<file path="src/rtl/lsu_mmio_unit_if.sv">
// lsu_mmio_unit_if: bus bundle for lsu_mmio_unit.
//   Core side  : read_en, write_en, func3, address, data_in -> data_out_to_riscv, load_valid, stall
//   Memory side: address_to_mem, data_out_to_mem, cs (active-low), mem_read, mask <- data_from_mem
//   UART side  : data_to_uart, load_uart, transfer_byte <- uart_busy, uart_done
//   misaligned : present only when MISALIGN_TRAP_EN is defined
// slave modport = the LSU, master modport = whatever drives it (core/memory/UART models).
interface lsu_mmio_unit_if #(
   parameter int DATA_W = 32,
   parameter int ADDR_W = 32
);
   logic                  read_en;
   logic                  write_en;
   logic [2:0]            func3;
   logic [ADDR_W-1:0]     address;
   logic [DATA_W-1:0]     data_in;
   logic [DATA_W-1:0]     data_from_mem;
   logic [DATA_W-1:0]     data_out_to_riscv;
   logic                  load_valid;
   logic [ADDR_W-1:0]     address_to_mem;
   logic [DATA_W-1:0]     data_out_to_mem;
   logic                  cs;
   logic                  mem_read;
   logic [DATA_W/8-1:0]   mask;
   logic [7:0]            data_to_uart;
   logic                  load_uart;
   logic                  transfer_byte;
   logic                  uart_busy;
   logic                  uart_done;
   logic                  stall;
`ifdef MISALIGN_TRAP_EN
   logic                  misaligned;
`endif

   modport slave (
      input  read_en, write_en, func3, address, data_in, data_from_mem, uart_busy, uart_done,
      output data_out_to_riscv, load_valid, address_to_mem, data_out_to_mem, cs, mem_read, mask,
             data_to_uart, load_uart, transfer_byte, stall
`ifdef MISALIGN_TRAP_EN
      , output misaligned
`endif
   );

   modport master (
      output read_en, write_en, func3, address, data_in, data_from_mem, uart_busy, uart_done,
      input  data_out_to_riscv, load_valid, address_to_mem, data_out_to_mem, cs, mem_read, mask,
             data_to_uart, load_uart, transfer_byte, stall
`ifdef MISALIGN_TRAP_EN
      , input misaligned
`endif
   );
endinterface

</file>
<file path="src/rtl/lsu_mmio_unit.sv">
// lsu_mmio_unit: MEM-stage load/store unit between a RISC-V core, a byte-masked
// data memory and a UART transmitter.
//   clk, rst : clock, synchronous active-high reset
//   bus      : lsu_mmio_unit_if.slave (core, memory and UART signals)
// Stores to memory complete combinationally in the request cycle. Loads take one
// wait cycle (ST_LWAIT) and the extended result is registered. Stores with
// address[MMIO_BIT]=1 hand one byte to the UART through a stalling FSM.
// Optional macro MISALIGN_TRAP_EN: flags and suppresses misaligned H/W/D accesses
// through bus.misaligned.
module lsu_mmio_unit #(
   parameter int DATA_W   = 32,
   parameter int ADDR_W   = 32,
   parameter int MMIO_BIT = 31
) (
   input  logic            clk,
   input  logic            rst,
   lsu_mmio_unit_if.slave  bus
);
   localparam int NB    = DATA_W / 8;
   localparam int OFF_W = $clog2(NB);

   typedef enum logic [2:0] {ST_IDLE, ST_LWAIT, ST_UWAIT, ST_ULOAD, ST_UXFER} state_t;
   state_t state, state_nxt;

   logic [OFF_W-1:0]  off;
   logic              is_mmio;
   logic              legal;
   logic              trap;
   logic [NB-1:0]     size_ones;
   logic [DATA_W-1:0] st_masked;
   logic [DATA_W-1:0] st_data;
   logic [NB-1:0]     st_mask;
   logic [7:0]        uart_byte;

   // latched load context and UART byte
   logic [2:0]        ld_f3;
   logic [OFF_W-1:0]  ld_off;
   logic              ld_mmio;
   logic [7:0]        byte_q;
   logic [DATA_W-1:0] dout_q;
   logic              lv_q;
   logic [DATA_W-1:0] ld_shift;
   logic [DATA_W-1:0] ld_res;

   // combinational outputs
   logic              cs_c, mem_read_c, stall_c, load_uart_c, xfer_c;
   logic [NB-1:0]     mask_c;
   logic [DATA_W-1:0] wdata_c;
   logic [7:0]        uart_out_c;
   logic              latch_ld, latch_byte, ld_zero, ld_done;

   assign off     = bus.address[OFF_W-1:0];
   assign is_mmio = bus.address[MMIO_BIT];

   always_comb begin
      case (bus.func3)
         3'b000, 3'b001, 3'b010, 3'b100, 3'b101: legal = 1'b1;
         3'b011, 3'b110:                         legal = (DATA_W == 64);
         default:                                legal = 1'b0;
      endcase
   end

`ifdef MISALIGN_TRAP_EN
   logic mis;
   always_comb begin
      case (bus.func3[1:0])
         2'd1:    mis = bus.address[0];
         2'd2:    mis = (bus.address[1:0] != 2'b00);
         2'd3:    mis = (bus.address[2:0] != 3'b000);
         default: mis = 1'b0;
      endcase
   end
   // only meaningful for a legal access that is actually being requested
   assign trap           = (state == ST_IDLE) && (bus.read_en || bus.write_en) && legal && mis;
   assign bus.misaligned = trap;
`else
   assign trap = 1'b0;
`endif

   // size-wide lane ones; D only reaches here when NB=8
   always_comb begin
      case (bus.func3[1:0])
         2'd0:    size_ones = NB'(1);
         2'd1:    size_ones = NB'(3);
         2'd2:    size_ones = NB'(15);
         default: size_ones = '1;
      endcase
   end

   // zero lanes beyond the access size before shifting so unused lanes read 0
   always_comb begin
      st_masked = '0;
      for (int i = 0; i < NB; i++)
         st_masked[i*8 +: 8] = size_ones[i] ? bus.data_in[i*8 +: 8] : 8'h00;
   end
   assign st_data   = st_masked << {off, 3'b000};
   assign st_mask   = size_ones << off;
   assign uart_byte = 8'(bus.data_in >> {off, 3'b000});

   // load alignment and extension, evaluated in ST_LWAIT
   assign ld_shift = bus.data_from_mem >> {ld_off, 3'b000};
   always_comb begin
      ld_res = '0;
      if (ld_mmio) begin
         ld_res[0] = bus.uart_busy;
      end else begin
         case (ld_f3)
            3'b000:  ld_res = DATA_W'($signed(ld_shift[7:0]));
            3'b100:  ld_res = DATA_W'(ld_shift[7:0]);
            3'b001:  ld_res = DATA_W'($signed(ld_shift[15:0]));
            3'b101:  ld_res = DATA_W'(ld_shift[15:0]);
            3'b010:  ld_res = DATA_W'($signed(ld_shift[31:0]));
            3'b110:  ld_res = DATA_W'(ld_shift[31:0]);
            default: ld_res = ld_shift;
         endcase
      end
   end

   always_comb begin
      state_nxt   = state;
      cs_c        = 1'b1;
      mem_read_c  = 1'b1;
      mask_c      = '0;
      wdata_c     = '0;
      stall_c     = 1'b0;
      load_uart_c = 1'b0;
      xfer_c      = 1'b0;
      uart_out_c  = 8'h00;
      latch_ld    = 1'b0;
      latch_byte  = 1'b0;
      ld_zero     = 1'b0;
      ld_done     = 1'b0;
      case (state)
         ST_IDLE: begin
            if (bus.read_en) begin
               // a load wins over a simultaneous store
               if (!legal) begin
                  ld_zero = 1'b1;
               end else if (!trap) begin
                  latch_ld  = 1'b1;
                  stall_c   = 1'b1;
                  state_nxt = ST_LWAIT;
                  if (!is_mmio) begin
                     cs_c       = 1'b0;
                     mem_read_c = 1'b0;
                     mask_c     = '1;
                  end
               end
            end else if (bus.write_en && legal && !trap) begin
               if (is_mmio) begin
                  if (bus.func3 == 3'b000) begin
                     latch_byte = 1'b1;
                     stall_c    = 1'b1;
                     state_nxt  = bus.uart_busy ? ST_UWAIT : ST_ULOAD;
                  end
               end else begin
                  cs_c    = 1'b0;
                  mask_c  = st_mask;
                  wdata_c = st_data;
               end
            end
         end
         ST_LWAIT: begin
            ld_done   = 1'b1;
            state_nxt = ST_IDLE;
         end
         ST_UWAIT: begin
            stall_c = 1'b1;
            if (!bus.uart_busy) state_nxt = ST_ULOAD;
         end
         ST_ULOAD: begin
            stall_c     = 1'b1;
            load_uart_c = 1'b1;
            xfer_c      = 1'b1;
            uart_out_c  = byte_q;
            state_nxt   = ST_UXFER;
         end
         ST_UXFER: begin
            stall_c    = 1'b1;
            xfer_c     = 1'b1;
            uart_out_c = byte_q;
            if (bus.uart_done) state_nxt = ST_IDLE;
         end
         default: state_nxt = ST_IDLE;
      endcase
   end

   always_ff @(posedge clk) begin
      if (rst) begin
         state   <= ST_IDLE;
         ld_f3   <= 3'b000;
         ld_off  <= '0;
         ld_mmio <= 1'b0;
         byte_q  <= 8'h00;
         dout_q  <= '0;
         lv_q    <= 1'b0;
      end else begin
         state <= state_nxt;
         lv_q  <= ld_zero | ld_done;
         if (ld_zero)      dout_q <= '0;
         else if (ld_done) dout_q <= ld_res;
         if (latch_ld) begin
            ld_f3   <= bus.func3;
            ld_off  <= off;
            ld_mmio <= is_mmio;
         end
         if (latch_byte) byte_q <= uart_byte;
      end
   end

   assign bus.data_out_to_riscv = dout_q;
   assign bus.load_valid        = lv_q;
   assign bus.address_to_mem    = bus.address;
   assign bus.data_out_to_mem   = wdata_c;
   assign bus.cs                = cs_c;
   assign bus.mem_read          = mem_read_c;
   assign bus.mask              = mask_c;
   assign bus.data_to_uart      = uart_out_c;
   assign bus.load_uart         = load_uart_c;
   assign bus.transfer_byte     = xfer_c;
   assign bus.stall             = stall_c;
endmodule

</file>
<file path="src/flat_wrapper.sv">
// flat-port wrapper written by rule: the top's interface ports become plain ports
module lsu_mmio_unit_flat 
#(
   parameter int DATA_W   = 32,
   parameter int ADDR_W   = 32,
   parameter int MMIO_BIT = 31
)
  (clk, rst, bus_read_en, bus_write_en, bus_func3, bus_address, bus_data_in, bus_data_from_mem, bus_uart_busy, bus_uart_done, bus_data_out_to_riscv, bus_load_valid, bus_address_to_mem, bus_data_out_to_mem, bus_cs, bus_mem_read, bus_mask, bus_data_to_uart, bus_load_uart, bus_transfer_byte, bus_stall);
  lsu_mmio_unit_if #(.DATA_W(DATA_W), .ADDR_W(ADDR_W)) bus_i ();
  input  logic clk;
  input  logic rst;
  input wire logic [$bits(bus_i.read_en)-1:0] bus_read_en;
  input wire logic [$bits(bus_i.write_en)-1:0] bus_write_en;
  input wire logic [$bits(bus_i.func3)-1:0] bus_func3;
  input wire logic [$bits(bus_i.address)-1:0] bus_address;
  input wire logic [$bits(bus_i.data_in)-1:0] bus_data_in;
  input wire logic [$bits(bus_i.data_from_mem)-1:0] bus_data_from_mem;
  input wire logic [$bits(bus_i.uart_busy)-1:0] bus_uart_busy;
  input wire logic [$bits(bus_i.uart_done)-1:0] bus_uart_done;
  output wire logic [$bits(bus_i.data_out_to_riscv)-1:0] bus_data_out_to_riscv;
  output wire logic [$bits(bus_i.load_valid)-1:0] bus_load_valid;
  output wire logic [$bits(bus_i.address_to_mem)-1:0] bus_address_to_mem;
  output wire logic [$bits(bus_i.data_out_to_mem)-1:0] bus_data_out_to_mem;
  output wire logic [$bits(bus_i.cs)-1:0] bus_cs;
  output wire logic [$bits(bus_i.mem_read)-1:0] bus_mem_read;
  output wire logic [$bits(bus_i.mask)-1:0] bus_mask;
  output wire logic [$bits(bus_i.data_to_uart)-1:0] bus_data_to_uart;
  output wire logic [$bits(bus_i.load_uart)-1:0] bus_load_uart;
  output wire logic [$bits(bus_i.transfer_byte)-1:0] bus_transfer_byte;
  output wire logic [$bits(bus_i.stall)-1:0] bus_stall;
  assign bus_i.read_en = bus_read_en;
  assign bus_i.write_en = bus_write_en;
  assign bus_i.func3 = bus_func3;
  assign bus_i.address = bus_address;
  assign bus_i.data_in = bus_data_in;
  assign bus_i.data_from_mem = bus_data_from_mem;
  assign bus_i.uart_busy = bus_uart_busy;
  assign bus_i.uart_done = bus_uart_done;
  assign bus_data_out_to_riscv = bus_i.data_out_to_riscv;
  assign bus_load_valid = bus_i.load_valid;
  assign bus_address_to_mem = bus_i.address_to_mem;
  assign bus_data_out_to_mem = bus_i.data_out_to_mem;
  assign bus_cs = bus_i.cs;
  assign bus_mem_read = bus_i.mem_read;
  assign bus_mask = bus_i.mask;
  assign bus_data_to_uart = bus_i.data_to_uart;
  assign bus_load_uart = bus_i.load_uart;
  assign bus_transfer_byte = bus_i.transfer_byte;
  assign bus_stall = bus_i.stall;
  lsu_mmio_unit #(.DATA_W(DATA_W), .ADDR_W(ADDR_W), .MMIO_BIT(MMIO_BIT)) u_core (.clk(clk), .rst(rst), .bus(bus_i));
endmodule
</file>
<file path="config.mk">
export PLATFORM = sky130hd
export DESIGN_NAME = lsu_mmio_unit_flat
export DESIGN_NICKNAME = d
export VERILOG_FILES = /design/src/rtl/lsu_mmio_unit_if.sv /design/src/rtl/lsu_mmio_unit.sv /design/src/flat_wrapper.sv
export SDC_FILE = /design/constraint.sdc
export NUM_CORES = 1
export LEC_CHECK = 0
export ABC_AREA = 1
export BUFFER_PORTS_ARGS = -buffer_cell sky130_fd_sc_hd__buf_2
export CORE_ASPECT_RATIO = 0.9
export CORE_UTILIZATION = 50
export CTS_CLUSTER_DIAMETER = 100
export DETAILED_ROUTE_END_ITERATION = 10
export GPL_TIMING_DRIVEN = 0
export PLACE_DENSITY = 0.88
export SLEW_MARGIN = 20
export SYNTH_ARGS = -nofsm -noshare
export SYNTH_HDL_FRONTEND = slang
export SYNTH_SLANG_ARGS = --single-unit
</file>
<file path="constraint.sdc">
create_clock -name clk -period 2.12 [get_ports clk]
set_input_delay 0.318 -clock clk [delete_from_list [all_inputs] [get_ports clk]]
set_output_delay 0.318 -clock clk [all_outputs]
set_load 0.02 [all_outputs]
</file>
==> summary.txt, run 1 <==
Floorplanning
  • Die area: 8500 um2
  • Num ports: 219
  • Die Span Y: 87.6 um
  • Initial Utilization: 0.529
  • Die width: slightly below 100 um
  • Std cell rows: 30
  • Core Footprint: 7690 um2

Finish
  • Diodes inserted: 0
  • Synthesis-to-finish area growth: 29.6%
  • Final nets: 974
  • Fraction of layout cells with a size suffix above 1: 0.329
  • Layout Cells excl Fill: slightly below 1k
  • Final Core Density: 0.685

CTS
  • Hold-fix buffers, CTS: 0
  • Clock Latency Late Sink: 0.31 ns
  • Clock Pin Slew Worst Setup and Hold Paths: 0.10 ns
  • CTS buffer count: 5
  • Clk sinks: 50
  • H-tree depth: 2
  • Clock buffer depth: 2
  • CTS tree: done
  • CTS root buf: clkbuf_8

Timing
  • Final hold vios: 0
  • Achievable Freq: 0.490 GHz
  • Worst setup slack after layout: 0.0808 ns
  • Max-slew headroom: 0.598
  • Endpoints failing setup: 0
  • Final period util: 0.962
  • Tightest Pin Transition: 0.604 ns
  • RSZ-0062 raised after global routing: false
  • Setup_tns: 0 ns
  • Pins Over Slew Limit: 0
  • Worst clock skew: ~0.009 ns
  • Period minus WS final: 2.04 ns

Power and ir drop
  • Static leakage: 2.77 nW
  • Peak supply drop: 0.383 mV
  • Total power: around 3.7 mW
  • Power density cells: around 700 nW/um2

Routing
  • Router iterations before antenna repair: 5
  • Via count: 5309
  • Drc violations: 0
  • Wire per inst: 15.4 um
  • Post-route ant nets: 0
  • Detailed Route WL: 14.9 mm
  • Drt first-iter violations: 441
  • Vias/cell: 5.50

Critical path
  • Critical path required time: ~1.8 ns
  • Crit-path max FO: 10
  • Crit path kind: reg -> out
  • Startpoint types: flop
  • Crit path DAT: 1.72 ns
  • R2r startpoint: u_core.ld_f3[1]
  • Crit. Startpoint: u_core.state[0]
  • CP endpoint kind: output port

Synthesis
  • Yosys warns: 0
  • Synthesized Nets: roughly 780
  • #FFs+latches synth: 50
  • Syn Area/Cell: 6.04 um2
  • Gate Count Post-Synth: 673
  • Synth cell types: 29
  • Sequential share of the synthesized area: 0.246
  • Post-synthesis cell area: 4070 um2

Min path
  • HP Class: in -> reg
  • Hold path startpoint: rst

Placement
  • Placed cells: 955
  • Pre-CTS setup slack: 0.132 ns
  • Routability cong.: 0.953
  • I/O Buffers: 186
  • Post-DP HPWL: 12.1 mm

Status
  • Run status: finished clean

Global routing
  • Initial antenna violation count: 0
  • Global-route wire length before repair: around 23 mm
  • Largest net degree at the start of global routing: 17
  • Overall routing resource usage: 0.332
  • Vias in the first global route: 4719
  • Grt total ovfl: 0

Job
  • Max Cap Viol: 0
## Yosys cell counts (all sizes together)
master,number,area share
nand3b,1,0.0018
nor2,64,0.071
dfxtp,50,0.25
a31oi,1,0.0015
nand3,32,0.052
nor3,11,0.017
buf,59,0.10
a21oi,102,0.13
clkinv,1,0.00092
o21ai,77,0.096
clkbuf,17,0.016
nand4,2,0.0031
nand2,174,0.17
inv,60,0.055
a211oi,6,0.011
o211ai,16,0.030
## routing by layer
metal  wire length (um)  part of all wire  track usage
met5                  0                 0            0
met4                108            0.0073       0.0570
met3               1230             0.083       0.0503
met2               6710              0.45        0.542
met1               6800              0.46        0.473
## stage by stage
stage / instance area [um2] / hold slack (ns)
2_1_floorplan: 4070 / 0.387
3_3_place_gp: 5120 / 0.439
3_5_place_dp: 5120 / 0.452
4_1_cts: 5230 / 0.243
5_1_grt: 5270 / 0.237
6_report: 5270 / 0.237
## final timing paths
| check | to | slack, ns | cells after the start |
|---|---|---|---|
| hold reg to reg | u_core.bus.data_out_to_riscv[1] | 0.47 | 2 |
| hold / removal | u_core.state[2] | 0.24 | 2 |
| setup / recovery | bus_data_out_to_mem[25] | 0.08 | 7 |
| setup reg to reg | u_core.bus.data_out_to_riscv[29] | 0.46 | 7 |
## cells in the final DEF, fill, tap and decap left out, drive strengths merged
cell type,synthesis,layout
buf,59,248
nand2,174,174
a21oi,102,102
o21ai,77,77
nor2,64,64
inv,60,61
dfxtp,50,50
nand3,32,32
clkbuf,17,22
o211ai,16,16
nor3,11,11
a211oi,6,6
nand4,2,2
clkinv,1,2
a31oi,1,1
nand3b,1,1
bufinv,0,1
## sequential cells by signal, indices dropped and copies added (netlist names)
signal,flops
u_core.byte_q,8
u_core.state,3
u_core.ld_f3,3
u_core.ld_mmio,1
u_core.bus.data_out_to_riscv,32
u_core.ld_off,2
u_core.bus.load_valid,1
## what timing repair did
action	4_1_cts	5_1_grt
pin swaps	1	2
setup endpoints to repair	1	27
gates resized for setup	0	7
buffers inserted	0	3
## area by class of cell
| cell class | instances | area, um2 |
|---|---|---|
| plain buffers | 76 | 482 |
| clock buffers | 5 | 68.8 |
| clock inverters | 3 | 43.8 |
| fillers | 719 | 2420 |
| inverters | 61 | 229 |
| multi-input cells | 486 | 2360 |
| flip-flops and latches | 50 | 1000 |
| well taps | 96 | 120 |
| repair buffers | 189 | 958 |
## report_power, final
group          total [mW]  switching (mW)  internal, mW  leakage (nW)
Combinational        1.88            1.23         0.643          2.30
Clock               0.686           0.332         0.354        0.0585
Sequential           1.13          0.0727          1.06         0.407
## logic make-up after synthesis
group | Yosys count | share of synthesized area
and+or+nand+nor | 284 | 0.311
DFF | 50 | 0.246
AOI/OAI and AO/OA | 202 | 0.268
buffers and inverters | 137 | 0.175
## critical path: stages, from the launching register on
cell and delay (ns):
dfxtp_2 0.37, nor2_4 0.15, nand2_4 0.09, nor2_8 0.18
nand2_4 0.11, buf_6 0.17, nor3_2 0.14, buf_2 0.19
(Power assumes the default switching activity.)
==> inputs of run 2 (changes only) <==
CELL_PAD_IN_SITES_DETAIL_PLACEMENT = 1   (was default)
CELL_PAD_IN_SITES_GLOBAL_PLACEMENT = 1   (was default)
CORE_UTILIZATION = 32   (was 50)
PLACE_DENSITY = default   (was 0.88)
PLACE_DENSITY_LB_ADDON = 0.1   (was default)
==> run 2 against run 1 <==
  * First-iteration DRC count decreased by 50%
  * Flip-flop and latch count unchanged
  * Sequential share of layout area decreased by 0.63 points
  * Wire length increased by 14%
  * Clock-buffer cell count increased by 2
  * Global-route usage decreased by 8.0 points
  * Via count decreased by 1.2%
  * Critical path depth unchanged
  * Hold slack improved by 0.033 ns
  * Utilization decreased by 24 points
  * Final cell count increased by 7.1%
  * Die area increased by 55%
  * Largest power group unchanged
==> summary.txt, run 2 (same netlist as run 1, synthesis figures left out) <==
Status
  • Run status: finished clean

CTS
  • Clk sinks: 50
  • CTS tree: done
  • Clock buffer depth: 2
  • Clock Latency Late Sink: about 0.30 ns
  • Clock Pin Slew Worst Setup and Hold Paths: 0.07 ns
  • H-tree depth: 2
  • CTS root buf: clkbuf_16
  • CTS buffer count: 5

Global routing
  • Vias in the first global route: 4997
  • Largest net degree at the start of global routing: 15
  • Overall routing resource usage: 0.253
  • Initial antenna violation count: 0
  • Grt total ovfl: 0
  • Global-route wire length before repair: roughly 26 mm

Timing
  • RSZ-0062 raised after global routing: true
  • Final period util: 0.978
  • Max-slew headroom: 0.563
  • Worst clock skew: between 0.004 and 0.005 ns
  • Endpoints failing setup: 0
  • Tightest Pin Transition: approximately 0.66 ns
  • Achievable Freq: between 0.4 and 0.5 GHz
  • Period minus WS final: 2.07 ns
  • Worst setup slack after layout: 0.0458 ns
  • Final hold vios: 0
  • Pins Over Slew Limit: 0
  • Worst Hold Margin: 0.270 ns

Routing
  • Drt first-iter violations: 220
  • Wire per inst: 16.4 um
  • Via count: 5247
  • Vias/cell: 5.07
  • Wl on met1: roughly 8.3 mm
  • WL met3: around 1.1 mm
  • Post-route ant nets: 0
  • Drc violations: 0
  • Top Layer Used: met4
  • Detailed Route WL: 17.0 mm
  • Met2 routed WL: 7.44 mm
  • Router iterations before antenna repair: 5

Critical path
  • CP endpoint kind: output port
  • CP max-delay cell: buf_1
  • R2r startpoint: u_core.ld_f3[1]
  • Crit path DAT: approximately 1.8 ns
  • Slowest stage delay, CP: 0.48 ns
  • Worst-path cell chain: buf_2, buf_1, a21oi_1, a21oi_1, o21ai_0, nor2_1, buf_2
  • Critical path required time: around 1.8 ns
  • FF-to-FF End: u_core.bus.data_out_to_riscv[29]
  • Crit-path max FO: 10
  • Startpoint types: input port
  • R2R depth: 7
  • Crit path kind: in -> out
  • FF-to-FF setup slack: 0.37 ns

Min path
  • HP Class: in -> reg
  • Hold path startpoint: rst
  • Endpoint, Worst Hold: u_core.state[1]
  • Hold depth: 2

Finish
  • Largest register FFs: 32
  • FF+latch area: about 1000 um2
  • Commonest non-fill, non-tap cell in the layout: buf_2
  • Multi-input logic area: 2360 um2
  • Diodes inserted: 0
  • Synthesis-to-finish area growth: 34.0%
  • # fillers: approximately 1.8k
  • Layout Cells excl Fill: 1035
  • Final nets: 979
  • Fraction of layout cells with a size suffix above 1: 0.333
  • Most frequent cells in the layout: buf_2, nand2_1, a21oi_1, o21ai_0, nor2_1

Floorplanning
  • Die width: 121 um
  • Die Span Y: ~110 um
  • Initial Utilization: 0.333
  • Num ports: 219
  • Std cell rows: 38
  • Core Footprint: 12200 um2
  • Die area: 13200 um2

Power and ir drop
  • Power density cells: 711 nW/um2
  • Peak supply drop: roughly 0.34 mV
  • Static leakage: between 2 and 3 nW
  • Total power: 3.87 mW

Placement
  • Pre-CTS setup slack: around 0.052 ns
  • I/O Buffers: ~190
  • Routability cong.: 0.871
  • Placed cells: between 1k and 1.5k
  • Post-DP HPWL: 13.7 mm

Job
  • Max Cap Viol: 0
## run 2: changes by cell type in the layout (fill, tap and decap cells not counted), moves of 2 or more
cell and delta:
buf_4 +5, clkbuf_16 +6, clkbuf_8 -4, dfxtp_1 +2, dfxtp_2 -3
## run 2: area by class of cell
class                           count  share of cell area
Buffer                             75              0.0886
Timing Repair Buffer              195               0.187
Clock inverter                      1            0.000918
Inverter                           61              0.0420
Sequential cell                    50               0.184
Multi-Input combinational cell    486               0.434
Clock buffer                        7              0.0262
Tap cell                          160              0.0367
## run 2: metal layers
metal / vias up / global-route usage
met5: - / 0
met4: 0 / 0.0450
met3: 12 / 0.0418
met2: 191 / 0.394
met1: 2465 / 0.366
li1: 2579 / -
## run 2: critical path, delay by kind of cell
family | cells | cell delay (ns)
buffers and inverters | 3 | 0.91
AOI/OAI and AO/OA | 3 | 0.36
and+or+nand+nor | 1 | 0.16
## run 2: worst max-delay path by stage
stage / from / end / slack (ns) / cells past startpoint
after floorplan: bus_address[0] / bus_data_out_to_mem[28] / 0.27 / 5
after global placement: bus_func3[1] / bus_data_out_to_mem[24] / 0.04 / 8
after detailed placement: bus_func3[0] / bus_data_out_to_mem[25] / 0.05 / 8
after CTS: u_core.state[0] / bus_data_out_to_mem[25] / 0.007 / 7
after global routing: bus_func3[1] / bus_data_out_to_mem[21] / -0.04 / 7
final: bus_func3[1] / bus_data_out_to_mem[21] / 0.05 / 7
## run 2: repair_timing
item	4_1_cts	5_1_grt
cloned	0	1
setup endpoints to repair	14	22
resized for setup	0	9
pin swaps	1	5
setup buffers	1	7
hold buffers	0	0
## run 2: power breakdown
group | total, mW | internal (mW) | switching, mW
Combinational | 1.92 | 0.658 | 1.26
Clock | 0.824 | 0.469 | 0.355
Sequential | 1.13 | 1.06 | 0.0748
## run 2: metrics by stage
stage | TNS, ns | cell area (um2) | util
4_1_cts | 0 | 5350 | 0.438
3_3_place_gp | 0 | 5200 | 0.425
6_report | 0 | 5450 | 0.446
2_1_floorplan | 0 | 4070 | -
5_1_grt | -0.125 | 5450 | 0.446
3_5_place_dp | 0 | 5200 | 0.425
